$ cat src/rtl/fwd_ctrl_if.sv
// Forwarding-controller bus: ID-stage instruction fields in, stall request and
// EX operand-select codes out. The master drives the ID fields, the slave
// (fwd_ctrl) returns stall_o, the select codes and a debug view of the stage
// records.
// Optional feature macro: FWD_STALL_CNT_EN adds the 32-bit stall_cnt_o output.
//
// ID fields are sampled on every rising clk edge. There is no valid/ready
// handshake: id_valid_i qualifies the fields, stall_o (combinational) tells the
// front end to hold PC and IF/ID, and flush_i squashes the ID instruction.
interface fwd_ctrl_if #(
  parameter int REG_ADDR_W = 5
);
  logic                    id_valid_i;
  logic [REG_ADDR_W-1:0]   id_rs1_i;
  logic [REG_ADDR_W-1:0]   id_rs2_i;
  logic                    id_rs1_ren_i;
  logic                    id_rs2_ren_i;
  logic [REG_ADDR_W-1:0]   id_rd_i;
  logic                    id_we_i;
  logic                    id_is_load_i;
  logic                    flush_i;
  logic                    stall_o;
  logic [1:0]              fwd_a_sel_o;
  logic [1:0]              fwd_b_sel_o;
  // {EX record, MEM record, WB record}; EX/MEM are {valid, we, is_load, rd},
  // WB is {valid, we, rd}.
  logic [3*REG_ADDR_W+7:0] dbg_rec_o;
`ifdef FWD_STALL_CNT_EN
  logic [31:0]             stall_cnt_o;
`endif

  modport master (
    output id_valid_i, id_rs1_i, id_rs2_i, id_rs1_ren_i, id_rs2_ren_i,
           id_rd_i, id_we_i, id_is_load_i, flush_i,
    input  stall_o, fwd_a_sel_o, fwd_b_sel_o, dbg_rec_o
`ifdef FWD_STALL_CNT_EN
    , input stall_cnt_o
`endif
  );

  modport slave (
    input  id_valid_i, id_rs1_i, id_rs2_i, id_rs1_ren_i, id_rs2_ren_i,
           id_rd_i, id_we_i, id_is_load_i, flush_i,
    output stall_o, fwd_a_sel_o, fwd_b_sel_o, dbg_rec_o
`ifdef FWD_STALL_CNT_EN
    , output stall_cnt_o
`endif
  );
endinterface

$ cat src/rtl/fwd_ctrl.sv
// Forwarding and load-use hazard controller for the 5-stage core.
// Tracks destination registers in EX, MEM and WB and registers the 2-bit
// EX operand-select codes (00 regfile, 01 MEM result, 10 WB result) on the
// edge where the ID instruction enters EX. A load in EX whose rd is read by
// the ID instruction raises stall_o for one cycle and inserts an EX bubble.
// Optional feature macro: FWD_STALL_CNT_EN (free-running 32-bit stall counter).
module fwd_ctrl #(
  parameter int REG_ADDR_W = 5,
  parameter int NUM_REGS   = 32
) (
  input logic       clk_i,
  input logic       rst_ni,
  fwd_ctrl_if.slave bus
);

  typedef struct packed {
    logic                  valid;
    logic                  we;
    logic                  is_load;
    logic [REG_ADDR_W-1:0] rd;
  } rec_t;

  typedef struct packed {
    logic                  valid;
    logic                  we;
    logic [REG_ADDR_W-1:0] rd;
  } wb_rec_t;

  localparam logic [1:0] SEL_RF  = 2'b00;
  localparam logic [1:0] SEL_MEM = 2'b01;
  localparam logic [1:0] SEL_WB  = 2'b10;

  rec_t    ex_q, mem_q;
  wb_rec_t wb_q;
  logic [1:0] sel_a_q, sel_b_q;
  logic [1:0] sel_a_nxt, sel_b_nxt;
  logic       ex_wr, mem_wr;
  logic       stall;
  logic       bubble;

  // Index 0 is hardwired zero; indices past NUM_REGS do not exist.
  function automatic logic real_reg(input logic [REG_ADDR_W-1:0] r);
    return (r != '0) && (int'(r) < NUM_REGS);
  endfunction

  // A source operand matches a producer only if it is actually read.
  function automatic logic src_hit(input logic                  ren,
                                   input logic [REG_ADDR_W-1:0] rs,
                                   input logic                  prod_wr,
                                   input logic [REG_ADDR_W-1:0] prod_rd);
    return ren && real_reg(rs) && prod_wr && (rs == prod_rd);
  endfunction

  assign ex_wr  = ex_q.valid && ex_q.we && real_reg(ex_q.rd);
  assign mem_wr = mem_q.valid && mem_q.we && real_reg(mem_q.rd);

  // Load-use: the load result does not exist until MEM completes; flush wins.
  assign stall = bus.id_valid_i && !bus.flush_i && ex_wr && ex_q.is_load &&
                 (src_hit(bus.id_rs1_ren_i, bus.id_rs1_i, ex_wr, ex_q.rd) ||
                  src_hit(bus.id_rs2_ren_i, bus.id_rs2_i, ex_wr, ex_q.rd));

  assign bubble = stall || bus.flush_i || !bus.id_valid_i;

  // Next select codes: the current EX producer moves to MEM on this edge and is
  // newest, so it beats the current MEM producer (which moves to WB).
  always_comb begin
    sel_a_nxt = SEL_RF;
    sel_b_nxt = SEL_RF;
    if (!bubble) begin
      if (src_hit(bus.id_rs1_ren_i, bus.id_rs1_i, ex_wr && !ex_q.is_load, ex_q.rd))
        sel_a_nxt = SEL_MEM;
      else if (src_hit(bus.id_rs1_ren_i, bus.id_rs1_i, mem_wr, mem_q.rd))
        sel_a_nxt = SEL_WB;
      if (src_hit(bus.id_rs2_ren_i, bus.id_rs2_i, ex_wr && !ex_q.is_load, ex_q.rd))
        sel_b_nxt = SEL_MEM;
      else if (src_hit(bus.id_rs2_ren_i, bus.id_rs2_i, mem_wr, mem_q.rd))
        sel_b_nxt = SEL_WB;
    end
  end

  // Advance the stage records and register the select codes.
  always_ff @(posedge clk_i or negedge rst_ni) begin
    if (!rst_ni) begin
      ex_q    <= '0;
      mem_q   <= '0;
      wb_q    <= '0;
      sel_a_q <= SEL_RF;
      sel_b_q <= SEL_RF;
    end else begin
      wb_q.valid <= mem_q.valid;
      wb_q.we    <= mem_q.we;
      wb_q.rd    <= mem_q.rd;
      mem_q      <= ex_q;
      if (bubble) begin
        ex_q <= '0;
      end else begin
        ex_q.valid   <= 1'b1;
        ex_q.we      <= bus.id_we_i;
        ex_q.is_load <= bus.id_is_load_i;
        ex_q.rd      <= bus.id_rd_i;
      end
      sel_a_q <= sel_a_nxt;
      sel_b_q <= sel_b_nxt;
    end
  end

`ifdef FWD_STALL_CNT_EN
  logic [31:0] stall_cnt_q;

  // Count stall cycles; wraps naturally at 2^32.
  always_ff @(posedge clk_i or negedge rst_ni) begin
    if (!rst_ni)    stall_cnt_q <= '0;
    else if (stall) stall_cnt_q <= stall_cnt_q + 32'd1;
  end

  assign bus.stall_cnt_o = stall_cnt_q;
`endif

  assign bus.stall_o     = stall;
  assign bus.fwd_a_sel_o = sel_a_q;
  assign bus.fwd_b_sel_o = sel_b_q;
  assign bus.dbg_rec_o   = {ex_q, mem_q, wb_q};

endmodule

$ cat src/flat_wrapper.sv
// flat-port wrapper written by rule: the top's interface ports become plain ports
module fwd_ctrl_flat 
#(
  parameter int REG_ADDR_W = 5,
  parameter int NUM_REGS   = 32
)
  (clk_i, rst_ni, bus_id_valid_i, bus_id_rs1_i, bus_id_rs2_i, bus_id_rs1_ren_i, bus_id_rs2_ren_i, bus_id_rd_i, bus_id_we_i, bus_id_is_load_i, bus_flush_i, bus_stall_o, bus_fwd_a_sel_o, bus_fwd_b_sel_o, bus_dbg_rec_o);
  fwd_ctrl_if #(.REG_ADDR_W(REG_ADDR_W)) bus_i ();
  input logic clk_i;
  input logic rst_ni;
  input wire logic [$bits(bus_i.id_valid_i)-1:0] bus_id_valid_i;
  input wire logic [$bits(bus_i.id_rs1_i)-1:0] bus_id_rs1_i;
  input wire logic [$bits(bus_i.id_rs2_i)-1:0] bus_id_rs2_i;
  input wire logic [$bits(bus_i.id_rs1_ren_i)-1:0] bus_id_rs1_ren_i;
  input wire logic [$bits(bus_i.id_rs2_ren_i)-1:0] bus_id_rs2_ren_i;
  input wire logic [$bits(bus_i.id_rd_i)-1:0] bus_id_rd_i;
  input wire logic [$bits(bus_i.id_we_i)-1:0] bus_id_we_i;
  input wire logic [$bits(bus_i.id_is_load_i)-1:0] bus_id_is_load_i;
  input wire logic [$bits(bus_i.flush_i)-1:0] bus_flush_i;
  output wire logic [$bits(bus_i.stall_o)-1:0] bus_stall_o;
  output wire logic [$bits(bus_i.fwd_a_sel_o)-1:0] bus_fwd_a_sel_o;
  output wire logic [$bits(bus_i.fwd_b_sel_o)-1:0] bus_fwd_b_sel_o;
  output wire logic [$bits(bus_i.dbg_rec_o)-1:0] bus_dbg_rec_o;
  assign bus_i.id_valid_i = bus_id_valid_i;
  assign bus_i.id_rs1_i = bus_id_rs1_i;
  assign bus_i.id_rs2_i = bus_id_rs2_i;
  assign bus_i.id_rs1_ren_i = bus_id_rs1_ren_i;
  assign bus_i.id_rs2_ren_i = bus_id_rs2_ren_i;
  assign bus_i.id_rd_i = bus_id_rd_i;
  assign bus_i.id_we_i = bus_id_we_i;
  assign bus_i.id_is_load_i = bus_id_is_load_i;
  assign bus_i.flush_i = bus_flush_i;
  assign bus_stall_o = bus_i.stall_o;
  assign bus_fwd_a_sel_o = bus_i.fwd_a_sel_o;
  assign bus_fwd_b_sel_o = bus_i.fwd_b_sel_o;
  assign bus_dbg_rec_o = bus_i.dbg_rec_o;
  fwd_ctrl #(.REG_ADDR_W(REG_ADDR_W), .NUM_REGS(NUM_REGS)) u_core (.clk_i(clk_i), .rst_ni(rst_ni), .bus(bus_i));
endmodule
$ cat config.mk
export PLATFORM = sky130hd
export DESIGN_NAME = fwd_ctrl_flat
export DESIGN_NICKNAME = d
export VERILOG_FILES = /design/src/rtl/fwd_ctrl_if.sv /design/src/rtl/fwd_ctrl.sv /design/src/flat_wrapper.sv
export SDC_FILE = /design/constraint.sdc
export NUM_CORES = 1
export LEC_CHECK = 0
export CELL_PAD_IN_SITES_DETAIL_PLACEMENT = 1
export CELL_PAD_IN_SITES_GLOBAL_PLACEMENT = 1
export CORE_ASPECT_RATIO = 1.4
export CORE_MARGIN = 2
export CORE_UTILIZATION = 33
export DETAILED_ROUTE_END_ITERATION = 8
export HOLD_SLACK_MARGIN = 0.12
export MAX_ROUTING_LAYER = met4
export PLACE_DENSITY_LB_ADDON = 0.1
export SLEW_MARGIN = 25
export SYNTH_ARGS = -nofsm -noshare
export SYNTH_HDL_FRONTEND = slang
export SYNTH_SLANG_ARGS = --single-unit
$ cat constraint.sdc
create_clock -name clk_i -period 3 [get_ports clk_i]
set_input_delay 0.45 -clock clk_i [delete_from_list [all_inputs] [get_ports clk_i]]
set_output_delay 0.45 -clock clk_i [all_outputs]
set_load 0.01 [all_outputs]
Yosys cells after proc, flatten, opt, wreduce, memory -nomap -nowiden
Cells that the tools add are included.

storage, ports and cells
  memory bits (read-only) = 0
  RAM bits = 0
  register bits = 27
  memories kept = 0
  output and inout bits = 28
  latch bits = 0

cells by class
  bitwise operators = 0
  add/sub/neg operators = 0
  divide/modulo/power cells = 0
  magnitude comparators = 0
  shift-type cells = 0
  reductions and logical operators = 33
  equal/unequal tests = 4
  multiplexer cells = 7
  $mul = 0

operators with widths
  operator             number
  $logic_and A1 B1 Y1  23
  $eq A5 B5 Y1         4
  $reduce_bool A5 Y1   4
  $mux W2              6
  $mux W8              1
  $logic_not A1 Y1     3
  $logic_or A1 B1 Y1   3

Logic depth before layout (Yosys ltp)
  depth after elaboration = 9
  gate-level depth with buffers = 6
  mapped depth without buffers = 5

Worst setup path after synthesis
No wires, ideal clock.

  path kind = input to output
  start point = in bus_id_rs2_i[0]
  end point = out bus_stall_o
  buffers on the path = 1
  stages on the path = 6
  required time = 2550 ps
  data arrival time = 1722 ps
  setup slack = 828 ps
  cell sequence = or4_1 o21ai_1 nor4_1 o211a_1 buf_6 and2_1

on the way
  longest elaborated chain between the ends = 6

RTL lines
  element                           RTL line            text
  from (decl)                       flat_wrapper.sv:13  input wire logic [$bits(bus_i.id_rs2_i)-1:0] bus_id_rs2_i;
  $reduce_bool A5 Y1                fwd_ctrl.sv:43      return (r != '0) && (int'(r) < NUM_REGS);
  $logic_and A1 B1 Y1 (2 in a row)  fwd_ctrl.sv:51      return ren && real_reg(rs) && prod_wr && (rs == prod_rd);
  $logic_and A1 B1 Y1 (*)           fwd_ctrl.sv:51
  $logic_or A1 B1 Y1 (*)            fwd_ctrl.sv:59      (src_hit(bus.id_rs1_ren_i, bus.id_rs1_i, ex_wr, ex_q.rd) ||
  $logic_and A1 B1 Y1 (*)           fwd_ctrl.sv:58      assign stall = bus.id_valid_i && !bus.flush_i && ex_wr && ex_q.is_load &&
  to (decl)                         flat_wrapper.sv:20  output wire logic [$bits(bus_i.stall_o)-1:0] bus_stall_o;

Mark *: on every way between the ends. The rest lies on a longest branch, timed or not.

Worst setup path in the final report
Same ends and word-level chain as after synthesis.

==> results by group <==
Routing
  • Via density: 4.76
  • DR WL/cell: 15.6 um
  • Vias: 923
  • Antenna Nets Post-Route: 0
  • DRC: 0
  • Final WL: 3.03 mm
  • TritonRoute pass-1 iters: 2
  • Initial DRC count: 3

Die
  • Full die area: 0.00389 mm^2
  • Die W: 53.3 um
  • Core ar.: 0.00332 mm^2
  • Initial Util: 33.9%
  • # rows: 25
  • Io pins: 51
  • Die H: 73.0 um

Run
  • Max-cap violation count: 0

Timing
  • Worst-Margin Slew: 0.425 ns
  • RSZ-0062 raised after global routing: no
  • Final Skew: 0.00585 ns
  • Worst setup margin: 0.177 ns
  • Final Cycle Share: 94.1%
  • Hold WS: 0.412 ns
  • Final hold violation count: 0
  • Slew headroom: 71.6%
  • Final Max Tran Viols: 0
  • Final setup viols: 0
  • Fmax: 0.354 GHz
  • Fin crit period: 2.82 ns

Clock tree
  • Clock tree buffer depth: 2
  • TritonCTS clock tree: yes
  • Worst skew pair latency: 0.28 ns
  • Clock-pin slew on the worst setup and hold paths: 0.09 ns
  • Count of clock tree sinks: 27
  • H-tree levels: 1
  • Num CTS Buffers: 3
  • Root buf cell: clkbuf_8

GRT
  • GRT Overall Usage: 18.6%
  • Vias in the first global route: 1011
  • Largest net degree at the start of global routing: 28
  • First-pass GRT wire length: 4.99 mm
  • Initial antenna violation count: 0
  • Global route overflow: 0

Placement
  • GPL Wtd Cong: 0.787
  • IO buf count: 50
  • Post-DP HPWL: 2.37 mm
  • DP Worst Slack: -0.0125 ns

Yosys
  • Mapped Area: 0.00112 mm^2
  • Cell count after synthesis: 92
  • Post-synth cell types: 21
  • Synthesized Nets: 115
  • Synth Area in Adders: 0%
  • Post-synthesis mux area share: 0%
  • Synth Register Bits: 27
  • Register area share after synthesis: 60.1%
  • Avg Inst Size Synth: 12.2 um^2
  • Simple-gate area share of the yosys netlist: 16.1%
  • Yosys warnings: 0
  • XOR/XNOR share of the synthesized area: 15.6%
  • Largest family of logic cells by synthesized area: simple AND/OR/NAND/NOR gates
  • Compound-Gate Fraction of Synth Area: 6.79%

Min path
  • Hold crit path type: flop to flop

Setup path
  • Worst-path maximum fanout: 2
  • WP data arrival: 2.37 ns
  • Crit. End Element: output port
  • Crit path kind: primary input to output port
  • Critical path required time: 2.55 ns
  • CP Launch Type: primary input

Cells and area
  • Share of cells above drive strength 1: 10.4%
  • Fin nets: 178
  • Most common cell after layout, fill and taps aside: clkdlybuf4s50_1
  • Synth-to-layout area growth: 58.7%
  • Fillers: 379
  • Util after Layout: 53.8%
  • Commonest non-fill, non-tap cells in the layout: clkdlybuf4s50_1 (49), dfrtp_1 (27), xnor2_1 (14), nand2_1 (11), buf_4 (10)
  • Antenna Cells: 0

Status
  • Outcome: completed

Power and ir drop
  • Max IR drop VDD: 362 uV
  • Pwr Density: 403 mW/mm^2
  • Pleak: 0.795 nW
flip-flops by register name (all words and copies together), names as in the netlist:
name,flops
u_core.bus.dbg_rec_o,23
u_core.bus.fwd_a_sel_o,2
u_core.bus.fwd_b_sel_o,2
through the flow:
stage	power [mW]	area, um^2	setup TNS (ns)	instances
2_1_floorplan	0.432	1120	0	92
3_3_place_gp	0.515	1730	0	190
3_5_place_dp	0.518	1730	-0.0125	190
4_1_cts	0.727	1780	0	194
5_1_grt	0.752	1780	0	194
6_report	0.718	1780	0	194
cell usage after synthesis:
cell       number  area, um^2
nor2b_1         3        18.8
or3_1           1        6.26
a2111oi_1       1        10.0
nand3_1         2        10.0
clkbuf_1        1        3.75
o21ai_1         2        10.0
o211a_1         1        10.0
o311a_1         1        10.0
nor3_1          2        10.0
or4_1           5        37.5
nor2_1          7        26.3
nand2_1        11        41.3
dfrtp_1        27         676
o2111ai_1       1        8.76
and2_1          1        6.26
buf_6           1        11.3
and3_1          2        12.5
a2111oi_4       1        27.5
xnor2_1        14         123
nor4_1          2        12.5
xor2_1          6        52.6
final cells by class:
type	count	area [um^2]	share of cell area, %
Sequential cell	27	676	37.9
Clock inverter	1	5.00	0.281
Tap cell	40	50.0	2.81
Clock buffer	3	41.3	2.32
Timing Repair Buffer	60	574	32.2
Multi-Input combinational cell	63	437	24.5
where the power goes:
part | switching, mW | internal, mW
clock network | 0.115 | 0.0933
registers | 0.0133 | 0.376
logic | 0.0482 | 0.0727
total | 0.177 | 0.542
worst max-delay path, stage by stage:
cell and delay, ns:
clkdlybuf4s50_1 0.43, or4_1 0.57, o21ai_2 0.17, nor4_1 0.10
o211a_1 0.24, and2_1 0.15, dlygate4sd2_1 0.28
kinds of logic after synthesis:
group                  count (synthesis)
XOR/XNOR                              20
AO/OA/AOI/OAI                          7
flip-flops                            27
AND/OR/NAND/NOR                       36
buffers and inverters                  2
timing repair:
item | 4_1_cts | 5_1_grt
buffers inserted | 0 | 0
hold endpoints to repair | 0 | 0
hold buffers | 0 | 0
setup endpoints to repair | 1 | 0
resized for setup | 2 | 0
routing by layer:
metal  part of all wire (%)  track usage [%]
met4                    2.1             9.40
met1                     40             22.7
met2                     53             30.0
met3                    4.3             1.84
met5                      0                -
worst paths after layout:
path	from	to	slack, ns	cells after the start
max	bus_id_rs2_i[0]	bus_stall_o	0.18	7
min	u_core.bus.dbg_rec_o[14]	u_core.bus.dbg_rec_o[6]	0.41	0
max reg2reg	u_core.bus.dbg_rec_o[16]	u_core.bus.fwd_a_sel_o[1]	0.99	4
min reg2reg	u_core.bus.dbg_rec_o[14]	u_core.bus.dbg_rec_o[6]	0.41	0
max in group asynchronous	rst_ni	u_core.bus.fwd_a_sel_o[0]	2.21	2
min in group asynchronous	rst_ni	u_core.bus.dbg_rec_o[16]	0.54	2
(Power assumes the default switching activity.)
==> patch, RTL diff (same settings) <==
`REG_ADDR_W` is set to 5 in 3 places; all go to 6.
--- a/src/rtl/fwd_ctrl_if.sv
+++ b/src/rtl/fwd_ctrl_if.sv
@@ -8,7 +8,7 @@
 // handshake: id_valid_i qualifies the fields, stall_o (combinational) tells the
 // front end to hold PC and IF/ID, and flush_i squashes the ID instruction.
 interface fwd_ctrl_if #(
-  parameter int REG_ADDR_W = 5
+  parameter int REG_ADDR_W = 6
 );
   logic                    id_valid_i;
   logic [REG_ADDR_W-1:0]   id_rs1_i;
--- a/src/rtl/fwd_ctrl.sv
+++ b/src/rtl/fwd_ctrl.sv
@@ -5,7 +5,7 @@
 // the ID instruction raises stall_o for one cycle and inserts an EX bubble.
 // Optional feature macro: FWD_STALL_CNT_EN (free-running 32-bit stall counter).
 module fwd_ctrl #(
-  parameter int REG_ADDR_W = 5,
+  parameter int REG_ADDR_W = 6,
   parameter int NUM_REGS   = 32
 ) (
   input logic       clk_i,
--- a/src/flat_wrapper.sv
+++ b/src/flat_wrapper.sv
@@ -1,7 +1,7 @@
 // flat-port wrapper written by rule: the top's interface ports become plain ports
 module fwd_ctrl_flat 
 #(
-  parameter int REG_ADDR_W = 5,
+  parameter int REG_ADDR_W = 6,
   parameter int NUM_REGS   = 32
 )
   (clk_i, rst_ni, bus_id_valid_i, bus_id_rs1_i, bus_id_rs2_i, bus_id_rs1_ren_i, bus_id_rs2_ren_i, bus_id_rd_i, bus_id_we_i, bus_id_is_load_i, bus_flush_i, bus_stall_o, bus_fwd_a_sel_o, bus_fwd_b_sel_o, bus_dbg_rec_o);
Interface: changed (resized bus_dbg_rec_o, bus_id_rd_i, bus_id_rs1_i and bus_id_rs2_i); port bits go from 51 to 57. The function was not compared with the original's and may differ.
==> patch against the unedited design <==
  * First-iteration DRC count rose to 4.7 times the old value
  * Setup slack worse by 0.040 ns
  * Synthesized area grew 17%
  * Die area is 15% higher
  * Utilization rose by 1.2 points
  * Design area increased by 20%
  * Power grew 27%
  * Critical path depth is 1 lower
  * Sequential power is 12% higher
  * Non-clock buffer count rose by 13
  * Routed wire length increased by 33%
  * Sequential cell count increased by 3
  * Via count increased by 23%
==> patch: results (changes against the unedited design) <==
| Metric | Value |
|---|---|
| Run status | `finished, final reports clean` |
| FF-to-FF path depth | `6 (+2)` |
| Cells after DPL | `223 (+17%)` |
| Ranking of synthesized cells by area | `dfrtp_1 57%, xnor2_1 11%, xor2_1 5.3%` |
| Reg2reg setup slack | `0.73 ns (-0.26 ns)` |
| GRT Util Overall | `20.50% (+1.9 points)` |
| Reg clk slew, reported paths | `0.06 ns (-0.03 ns)` |
| PortBufs | `56 (+12%)` |
| CTS buffer count | `5 (+2)` |
| Max incr delay on CP | `0.59 ns (+0.02 ns)` |
| Yosys cell types | `21 (unchanged)` |
| Syn nets | `134 (+17%)` |
| Vias | `1137 (+23%)` |
| Crit-path max FO | `3 (+1)` |
| Vias per cell | `4.922 (+3.5%)` |
| CP delay by family, top | `buffers and inverters` |
| Worst VDD drop | `360.0 uV (-0.52%)` |
| Gpl congestion | `0.8309 (+5.5%)` |
| Pre-CTS worst setup slack | `-0.2650 ns (-0.2525 ns)` |
| H-tree depth | `2 (+1)` |
| Critical Path AT | `2.41 ns (+0.04 ns)` |
| Total length of routed wires | `4.014 mm (+33%)` |
| Drt initial violations | `14 (+11)` |
| Number of global-route vias before repair | `1262 (+25%)` |
| Register area share after synthesis | `57.31% (-2.8 points)` |
| Slowest cell on the critical path | `or4b_4` |
| Worst-margin pin slew | `0.4159 ns (-0.009314 ns)` |
| First-pass DRT Iterations | `4 (+2)` |
| Largest register FFs | `26 (+13%)` |
| Max Clock Skew | `0.002961 ns (-0.002885 ns)` |
| Nets | `213 (+20%)` |
| Layout cells sized above 1 | `16.49% (+6.1 points)` |
| Period utilization | `95.42% (+1.3 points)` |
| Pleak | `0.8977 nW (+13%)` |
| Beginning of the worst register-to-register path | `u_core.bus.dbg_rec_o[18]` |
patch: changes by cell type after synthesis, sizes merged, moves of 3 or more:
cell   change
dfrtp      +3
nor3       +3
nand4      +4
nor2       +5
patch: per-layer routing:
metal / wire (um) / global-route usage, % / vias up
met2: 2207 / 36.32 / 43
li1: - / - / 526
met1: 1496 / 21.99 / 561
met3: 236 / 4.448 / 7
met4: 74 / 7.907 / 0
met5: 0 / - / -
patch: where the power goes:
group          internal [mW]  switching (mW)
combinational         0.0873          0.0574
clock                  0.185           0.148
sequential             0.419          0.0182
patch: final cells by class:
cell class                      instances  area, sq um
Clock buffer                            7        86.33
Inverter                                2        7.507
Fill cell                             424         1750
Timing Repair Buffer                   73        683.2
Multi-Input combinational cell         75        548.0
Tap cell                               43        53.80
Sequential cell                        30        750.7
Clock inverter                          1        5.005
patch: cell families after synthesis:
kind of cell	after synthesis	share of synthesized area [%]
AO/OA/AOI/OAI	5	6.400
AND/OR/NAND/NOR	46	19.39
flip-flops	30	57.31
buffers and inverters	3	0.8595
XOR/XNOR	24	16.05
patch: through the flow:
step	hold slack, ns	utilization [%]	instance area (sq um)
global route	0.4451	54.94	2135
CTS	0.4289	55.04	2138
global placement	0.4022	52.72	2048
detailed placement	0.4128	52.72	2048
floorplan	0.1544	-	1310
finish	0.4296	54.94	2135
patch: what timing repair did:
action / 4_1_cts / 5_1_grt
setup endpoints to repair: 1 / 1
pin swaps: 0 / 0
gates resized for setup: 1 / 2
patch: worst register-to-register path, cell delays in order, from the launching register on:
cell,delay (ns)
dfrtp_1,0.51
or4_4,0.21
o2111ai_4,0.12
or4b_4,0.59
buf_4,0.17
a211oi_4,0.42
nor2_1,0.11
